===== src/rtl/alu_scheduler.sv =====
// Two-channel request scheduler in front of a shared multi-cycle ALU.
// One op in flight at a time; response is held until the consumer takes it.
module alu_scheduler #(
    parameter int            W              = 8,
    parameter int            N              = 4,
    parameter int            LAT            = 2,
    parameter int            LAT_MULT       = 3,
    parameter logic [N-1:0]  CMD_MULT_INC   = N'(9),
    parameter logic [N-1:0]  CMD_MULT_SHIFT = N'(10)
) (
    input  logic             clk,
    input  logic             rst,
    input  logic [1:0]       req_valid,
    output logic [1:0]       req_ready,
    input  logic [1:0]       req_mode,
    input  logic [1:0]       req_cin,
    input  logic [3:0]       req_inp_valid,
    input  logic [2*N-1:0]   req_cmd,
    input  logic [2*W-1:0]   req_opa,
    input  logic [2*W-1:0]   req_opb,
    output logic             alu_ce,
    output logic             alu_mode,
    output logic             alu_cin,
    output logic [1:0]       alu_inp_valid,
    output logic [N-1:0]     alu_cmd,
    output logic [W-1:0]     alu_opa,
    output logic [W-1:0]     alu_opb,
    input  logic [2*W-1:0]   alu_res,
    input  logic             alu_err,
    input  logic             alu_ov,
    input  logic             alu_cout,
    input  logic             alu_g,
    input  logic             alu_l,
    input  logic             alu_e,
    output logic             rsp_valid,
    input  logic             rsp_ready,
    output logic             rsp_id,
    output logic [2*W-1:0]   rsp_res,
    output logic [5:0]       rsp_flags,
    output logic             busy,
    output logic [15:0]      op_count
);

    // Handshakes: a transfer happens on a rising edge where valid and ready are both 1.
    localparam int LMAX = (LAT_MULT > LAT) ? LAT_MULT : LAT;
    localparam int CW   = (LMAX < 1) ? 1 : $clog2(LMAX + 1);

    typedef enum logic [1:0] {
        IDLE = 2'd0,
        BUSY = 2'd1,
        RESP = 2'd2
    } state_t;

    state_t          state;
    logic [CW-1:0]   cnt;
    logic            last_grant;
    logic            op_id;
    logic [1:0]      grant;
    logic            sel;
    logic            sel_mode;
    logic            sel_cin;
    logic [1:0]      sel_iv;
    logic [N-1:0]    sel_cmd;
    logic [W-1:0]    sel_opa;
    logic [W-1:0]    sel_opb;
    logic            sel_mult;

    // Round-robin: on contention the channel that was not served last wins.
    always_comb begin
        grant = 2'b00;
        if (state == IDLE && rst) begin
            case (req_valid)
                2'b01:   grant = 2'b01;
                2'b10:   grant = 2'b10;
                2'b11:   grant = last_grant ? 2'b01 : 2'b10;
                default: grant = 2'b00;
            endcase
        end
    end

    assign req_ready = grant;
    assign sel       = grant[1];
    assign sel_mode  = req_mode[sel];
    assign sel_cin   = req_cin[sel];
    assign sel_iv    = sel ? req_inp_valid[3:2] : req_inp_valid[1:0];
    assign sel_cmd   = sel ? req_cmd[2*N-1:N]   : req_cmd[N-1:0];
    assign sel_opa   = sel ? req_opa[2*W-1:W]   : req_opa[W-1:0];
    assign sel_opb   = sel ? req_opb[2*W-1:W]   : req_opb[W-1:0];
    assign sel_mult  = sel_mode && (sel_cmd == CMD_MULT_INC || sel_cmd == CMD_MULT_SHIFT);
    assign busy      = (state != IDLE);

    always_ff @(posedge clk or negedge rst) begin
        if (!rst) begin
            state         <= IDLE;
            cnt           <= '0;
            last_grant    <= 1'b1;
            op_id         <= 1'b0;
            alu_ce        <= 1'b0;
            alu_mode      <= 1'b0;
            alu_cin       <= 1'b0;
            alu_inp_valid <= 2'b00;
            alu_cmd       <= '0;
            alu_opa       <= '0;
            alu_opb       <= '0;
            rsp_valid     <= 1'b0;
            rsp_id        <= 1'b0;
            rsp_res       <= '0;
            rsp_flags     <= 6'b0;
            op_count      <= 16'h0000;
        end else begin
            case (state)
                IDLE: begin
                    if (|grant) begin
                        op_id         <= sel;
                        alu_mode      <= sel_mode;
                        alu_cin       <= sel_cin;
                        alu_inp_valid <= sel_iv;
                        alu_cmd       <= sel_cmd;
                        alu_opa       <= sel_opa;
                        alu_opb       <= sel_opb;
                        cnt           <= sel_mult ? CW'(LAT_MULT) : CW'(LAT);
                        alu_ce        <= 1'b1;
                        state         <= BUSY;
                    end
                end
                BUSY: begin
                    if (cnt == '0) begin
                        rsp_res   <= alu_res;
                        rsp_flags <= {alu_err, alu_ov, alu_cout, alu_g, alu_l, alu_e};
                        rsp_id    <= op_id;
                        rsp_valid <= 1'b1;
                        alu_ce    <= 1'b0;
                        state     <= RESP;
                    end else begin
                        cnt <= cnt - CW'(1);
                    end
                end
                RESP: begin
                    // Pointer moves only here, so idle gaps never change who wins next.
                    if (rsp_ready) begin
                        rsp_valid  <= 1'b0;
                        last_grant <= rsp_id;
                        op_count   <= op_count + 16'd1;
                        state      <= IDLE;
                    end
                end
                default: begin
                    alu_ce    <= 1'b0;
                    rsp_valid <= 1'b0;
                    state     <= IDLE;
                end
            endcase
        end
    end

endmodule


===== config.mk =====
export PLATFORM = sky130hd
export DESIGN_NAME = alu_scheduler
export DESIGN_NICKNAME = d
export VERILOG_FILES = /design/src/rtl/alu_scheduler.sv
export SDC_FILE = /design/constraint.sdc
export NUM_CORES = 1
export LEC_CHECK = 0
export ABC_CLOCK_PERIOD_IN_PS = 2100
export CAP_MARGIN = 30
export CORE_MARGIN = 10
export CORE_UTILIZATION = 42
export DETAILED_ROUTE_END_ITERATION = 6
export GPL_ROUTABILITY_DRIVEN = 0
export PLACE_DENSITY_LB_ADDON = 0.2
export SLEW_MARGIN = 20
export SYNTH_ARGS = -nofsm -noshare
export SYNTH_HDL_FRONTEND = slang
export SYNTH_SLANG_ARGS = --single-unit

===== constraint.sdc =====
create_clock -name clk -period 2.1 [get_ports clk]
set_input_delay 0.525 -clock clk [delete_from_list [all_inputs] [get_ports clk]]
set_output_delay 0.525 -clock clk [all_outputs]
set_load 0.1 [all_outputs]

==> results.txt, run 1 <==
I/O Buffers = 142
initial antenna violation count = 0
Reg2Reg Setup Slack = 0.44 ns
Slew Limit Fails = 0
Least-Margin Pin Slew = 0.4275 ns
EDFF count, synth = 0
Min-Delay Path Class = in -> async
Most used DFF post-synth = dfrtp_1
Die Y = 107.3 um
clock slew at reported path FFs = 0.08 ns
Final setup viols = 0
vias = 2465
Top Ports = 143
kind of cell adding the most delay to the critical path = buffers and inverters
Cells after Synth = 268
Setup Buffers After CTS = 0
Final Net Count = 492
Compound-Gate Fraction of Synth Area = 0.05477
status = finished clean
Hold Slack = 0.2548 ns
Row Count = 31
endpoints failing hold = 0
layout cell share with drive strength beyond 1 = 0.2548
area leader, netlist = dfrtp_1
GR met3 Demand/Resource = 0.05090
All-Layer GR Usage = 0.1463
Worst-Skew Late Latency = 0.33 ns
Yosys cell types = 38
worst path bufs/invs = 2
Mapped Area = 0.003198 mm^2
Arr. time, crit path = 1.51 ns
top cells by area, synth = dfrtp_1 (55%), mux2_1 (8.5%), mux2i_1 (7.8%)
Detailed Route WL = 8411 um
remaining antenna violation count = 0
post-synthesis sequential area ratio = 0.5559
busiest grt layer = met2
1st-pass router iterations = 4
share of the synthesized area in the top cell type = 0.5477
largest net degree at the start of global routing = 72
first-pass GRT wire length = 13510 um
Inserted Clock Buffers = 9
fraction of registers with async set/reset = 1.000
WL/cell = 16.21 um
CP Max Fanout = 4
Area Overhead vs Synth = 55.83%
critical-path cell list = clkdlybuf4s50_1 -> nand2_1 -> a21oi_4 -> buf_12
RSZ-0062 raised after global routing = no
Core ar. = 0.007331 mm^2
detailed placement HPWL = 6541 um
Final min period = 2.032 ns
Syn Nets = 345
Crit-path slowest cell = clkdlybuf4s50_1
CTS tree = done
Post-Syn Area per Cell = 11.93 um^2
Max H-tree Level = 3
Fmax = 492.1 MHz
Initial Utilization = 0.4363
adder-cell share of the synthesized area = 0.007825
Ys Warns = 0
met2 Use GR = 0.2387
Synth Area in XOR/XNOR = 0.04656
Hold Buf Count CTS = 0
DRC = 0
die width = 107.3 um
TritonCTS Sinks = 71
FF+latch count, synth = 71
slowest cell delay on critical path = 0.51 ns
Slew headroom = 0.7150
detailed router's first-iteration violation count = 92
critical path startpoint category = input pin
grt met1 use = 0.1696
CTS root buffer = clkbuf_8
vias per std cell = 4.750
CP endpoint kind = primary output
Setup TNS Final = 0 ns
Setup CP Type = in -> out
Req. time, crit path = 1.57 ns
Clock Skew = 0.008544 ns
mux share of post-synthesis cell area = 0.1628
Max-cap violations = 0
fin crit share = 0.9677
largest family of logic cells by synthesized area = multiplexers
Simple-Gate Fraction of Synth Area = 0.1330
vias in the first global route = 2658
gr ovfl total = 0
die area = 0.01150 mm^2
antenna fix cells = 0
Longest Clk Path Bufs = 2
layout make-up:
type | count | area (um^2)
clock buffer | 11 | 151.4
clock inverter | 5 | 78.83
fill | 570 | 2347
inverter | 6 | 22.52
multi-input combinational | 179 | 1318
sequential | 71 | 1780
tap | 99 | 123.9
timing repair buffer | 148 | 1509
worst paths after layout:
| kind | cells after the start | end | from |
|---|---|---|---|
| setup / recovery | 4 | req_ready[0] | req_valid[0] |
| hold / removal | 2 | op_count[5] | rst |
| setup reg to reg | 4 | rsp_flags[2] | cnt[0] |
| hold reg to reg | 2 | alu_ce | alu_ce |
| max in group asynchronous | 3 | last_grant | rst |
| min in group clk | 2 | alu_ce | alu_ce |
cell usage in the layout, fill, tap and decap left out, types with 4 or more instances in the layout:
cell	netlist	layout
nand2_1	21	21
clkdlybuf4s50_1	0	72
buf_12	2	17
xor2_1	6	6
clkbuf_8	0	11
nand3_1	7	6
inv_1	4	4
dfrtp_1	70	68
xnor2_1	11	11
nor2_1	30	30
mux2i_1	25	25
mux2_1	24	24
a21oi_1	26	25
buf_4	3	58
metrics by stage:
| stage | util | area (um^2) | worst slack (ns) | instances |
|---|---|---|---|---|
| after floorplan | - | 3212 | 0.03091 | 268 |
| after global placement | 0.6445 | 4725 | 0.07385 | 502 |
| after detailed placement | 0.6445 | 4725 | 0.02864 | 502 |
| after CTS | 0.6759 | 4955 | 0.02753 | 518 |
| after global routing | 0.6798 | 4984 | 0.001425 | 519 |
| final | 0.6798 | 4984 | 0.06792 | 519 |
synthesized netlist by cell type, types with 2 or more instances:
library cell and number:
nor2_1 30, buf_2 5, xnor2_1 11, ha_1 2, nand4_1 2, and4_1 2, o21ai_1 2, mux2i_1 25
buf_4 3, buf_12 2, nand3b_4 2, nor3_2 2, dfrtp_1 70, nand3_1 7, inv_2 2, nor3_1 2
o21ai_0 2, a21oi_1 26, inv_1 4, nand2_1 21, xor2_1 6, mux2_1 24
repair_timing:
item / CTS / global route
endpoints found under the hold margin: 0 / 0
gates resized for setup: 0 / 2
endpoints found under the setup margin: 0 / 2
cell families after synthesis:
group,Yosys count
simple gates,78
flops,71
mux,49
compound gates,33
buf+inv,18
xor+xnor,17
fa+ha+maj,2
flip-flops by register name (all words and copies together) (netlist names), 2 cells and up:
name,flops
alu_inp_valid,2
op_count,16
rsp_res,16
rsp_flags,6
state,2
alu_opa,8
cnt,2
alu_opb,8
alu_cmd,4
metal layers:
layer	vias to the layer above	wire, um
li1	1218	-
met1	1158	3508
met2	80	4120
met3	9	648
met4	0	133
met5	-	0
Power of run 1 is left out: the tool's default activity adds up to more than one toggle a clock period on the data nets, which glitch-free logic cannot reach.
==> run 2: changes to the inputs <==
Settings changed: PLACE_DENSITY set to 0.88, PLACE_DENSITY_LB_ADDON 0.2 to not set.
==> results.txt, run 2 (synthesis gave the netlist of run 1 again) <==
status = finished clean
RR Endpoint = rsp_res[15]
Final min period = 2.026 ns (-0.006187 ns)
vias in the first global route = 2674 (+0.60%)
Clock Skew = 0.01173 ns (+0.003187 ns)
worst r2r path cells = 4 (unchanged)
Final setup viols = 0 (unchanged)
Slew headroom = 0.7013 (-0.01365)
Row Count = 31 (unchanged)
Slew Limit Fails = 0 (unchanged)
largest net degree at the start of global routing = 72 (unchanged)
Crit-path slowest cell = clkdlybuf4s50_1
critical-path cell list = clkdlybuf4s50_1 -> nand2_1 -> nand3_2 -> inv_2 -> buf_12
Reg2Reg Setup Slack = 0.42 ns (-0.02 ns)
Core ar. = 0.007331 mm^2 (unchanged)
antenna fix cells = 0 (unchanged)
Final Net Count = 493 (+0.20%)
biggest registers after layout = op_count x16, rsp_res x16
Longest Clk Path Bufs = 2 (unchanged)
Least-Margin Pin Slew = 0.4480 ns (+0.02048 ns)
worst r2r src = cnt[0]
endpoints failing hold = 0 (unchanged)
1st-pass router iterations = 4 (unchanged)
RSZ-0062 raised after global routing = no
Inserted Clock Buffers = 9 (unchanged)
first-pass GRT wire length = 13840 um (+2.5%)
Max-cap violations = 0 (unchanged)
CP endpoint kind = primary output
gr ovfl total = 0 (unchanged)
Initial Utilization = 0.4363 (unchanged)
Die Y = 107.3 um (unchanged)
fin crit share = 0.9647 (-0.002946)
CTS root buffer = clkbuf_8
All-Layer GR Usage = 0.1502 (+0.003863)
Fmax = 493.6 MHz (+0.31%)
Detailed Route WL = 8605 um (+2.3%)
layout cell share with drive strength beyond 1 = 0.2565 (+0.001770)
critical path startpoint category = input pin
CTS tree = done
detailed placement HPWL = 6900 um (+5.5%)
DRC = 0 (unchanged)
die width = 107.3 um (unchanged)
vias per std cell = 4.873 (+2.6%)
Req. time, crit path = 1.57 ns (about the same)
worst path bufs/invs = 3 (+1)
WL/cell = 16.55 um (+2.1%)
detailed router's first-iteration violation count = 52 (-43%)
I/O Buffers = 142 (unchanged)
Arr. time, crit path = 1.50 ns (about the same)
Setup CP Type = in -> out
Max H-tree Level = 3 (unchanged)
clock slew at reported path FFs = 0.08 ns (about the same)
die area = 0.01150 mm^2 (unchanged)
Top Ports = 143 (unchanged)
slowest cell delay on critical path = 0.47 ns (-0.04 ns)
Worst-Skew Late Latency = 0.33 ns (about the same)
Min-Delay Path Class = in -> async
Area Overhead vs Synth = 53.64%
remaining antenna violation count = 0 (unchanged)
vias = 2534 (+2.8%)
Setup TNS Final = 0 ns (unchanged)
TritonCTS Sinks = 71 (unchanged)
initial antenna violation count = 0 (unchanged)
CP Max Fanout = 4 (unchanged)
kind of cell adding the most delay to the critical path = buffers and inverters
commonest cells after routing, fill and taps aside = clkdlybuf4s50_1 (72), dfrtp_1 (68), buf_4 (61)
most common cell after layout, fill and taps aside = clkdlybuf4s50_1
==> run 2: cell types whose count changed in the layout (fill, tap and decap cells not counted) <==
cell,before,now
inv_6,1,0
bufinv_16,2,0
clkbuf_1,0,1
clkinv_2,2,4
nand2_1,21,20
buf_4,58,61
buf_12,17,15
nand2_2,0,1
==> run 2: layer usage <==
metal,GRT usage,vias to the layer above,share of wire
met2,0.2509,87,0.50
met1,0.1685,1215,0.40
met3,0.06826,9,0.095
met5,0,-,0
li1,-,1223,-
met4,0.04352,0,0.012
==> run 2: layout make-up <==
type                            count  area (um^2)
Clock buffer                       12        155.1
Sequential cell                    71         1780
Fill cell                         560         2417
Timing Repair Buffer              149         1491
Clock inverter                      4        20.02
Multi-Input combinational cell    179         1320
Tap cell                           99        123.9
Inverter                            6        22.52
==> run 2: what timing repair did <==
| action | CTS | global route |
|---|---|---|
| resized for setup | 0 | 3 |
| endpoints found under the setup margin | 0 | 2 |
| setup buffers | 0 | 0 |
| hold buffers | 0 | 0 |
==> run 2: worst register-to-register path: stages, from the launching register on <==
cell	delay, ns
dfrtp_1	0.38
inv_1	0.08
ha_1	0.31
nand3b_4	0.35
mux2_1	0.44
==> run 2: stage by stage <==
| step | cells | worst slack, ns | area, um^2 | hold slack [ns] | util |
|---|---|---|---|---|---|
| after floorplan | 268 | 0.03091 | 3212 | 0.2294 | - |
| after global placement | 503 | 0.02554 | 4707 | 0.4608 | 0.6421 |
| after detailed placement | 503 | 0.009151 | 4707 | 0.4628 | 0.6421 |
| after CTS | 519 | 0.005872 | 4882 | 0.4602 | 0.6660 |
| after global routing | 520 | 0.001736 | 4913 | 0.2756 | 0.6703 |
| final | 520 | 0.07411 | 4913 | 0.2655 | 0.6703 |
==> run 2: worst max path at each step <==
| stage | from | end | slack (ns) | depth (start not counted) |
|---|---|---|---|---|
| 2_1_floorplan | op_count[4] | op_count[12] | 0.03 | 4 |
| 3_3_place_gp | req_valid[1] | req_ready[1] | 0.03 | 4 |
| 3_5_place_dp | req_valid[1] | req_ready[1] | 0.009 | 4 |
| 4_1_cts | req_valid[1] | req_ready[1] | 0.006 | 4 |
| 5_1_grt | state[0] | req_ready[1] | 0.002 | 4 |
| 6_report | req_valid[0] | req_ready[1] | 0.07 | 5 |
Power of run 2 is left out for the same reason.
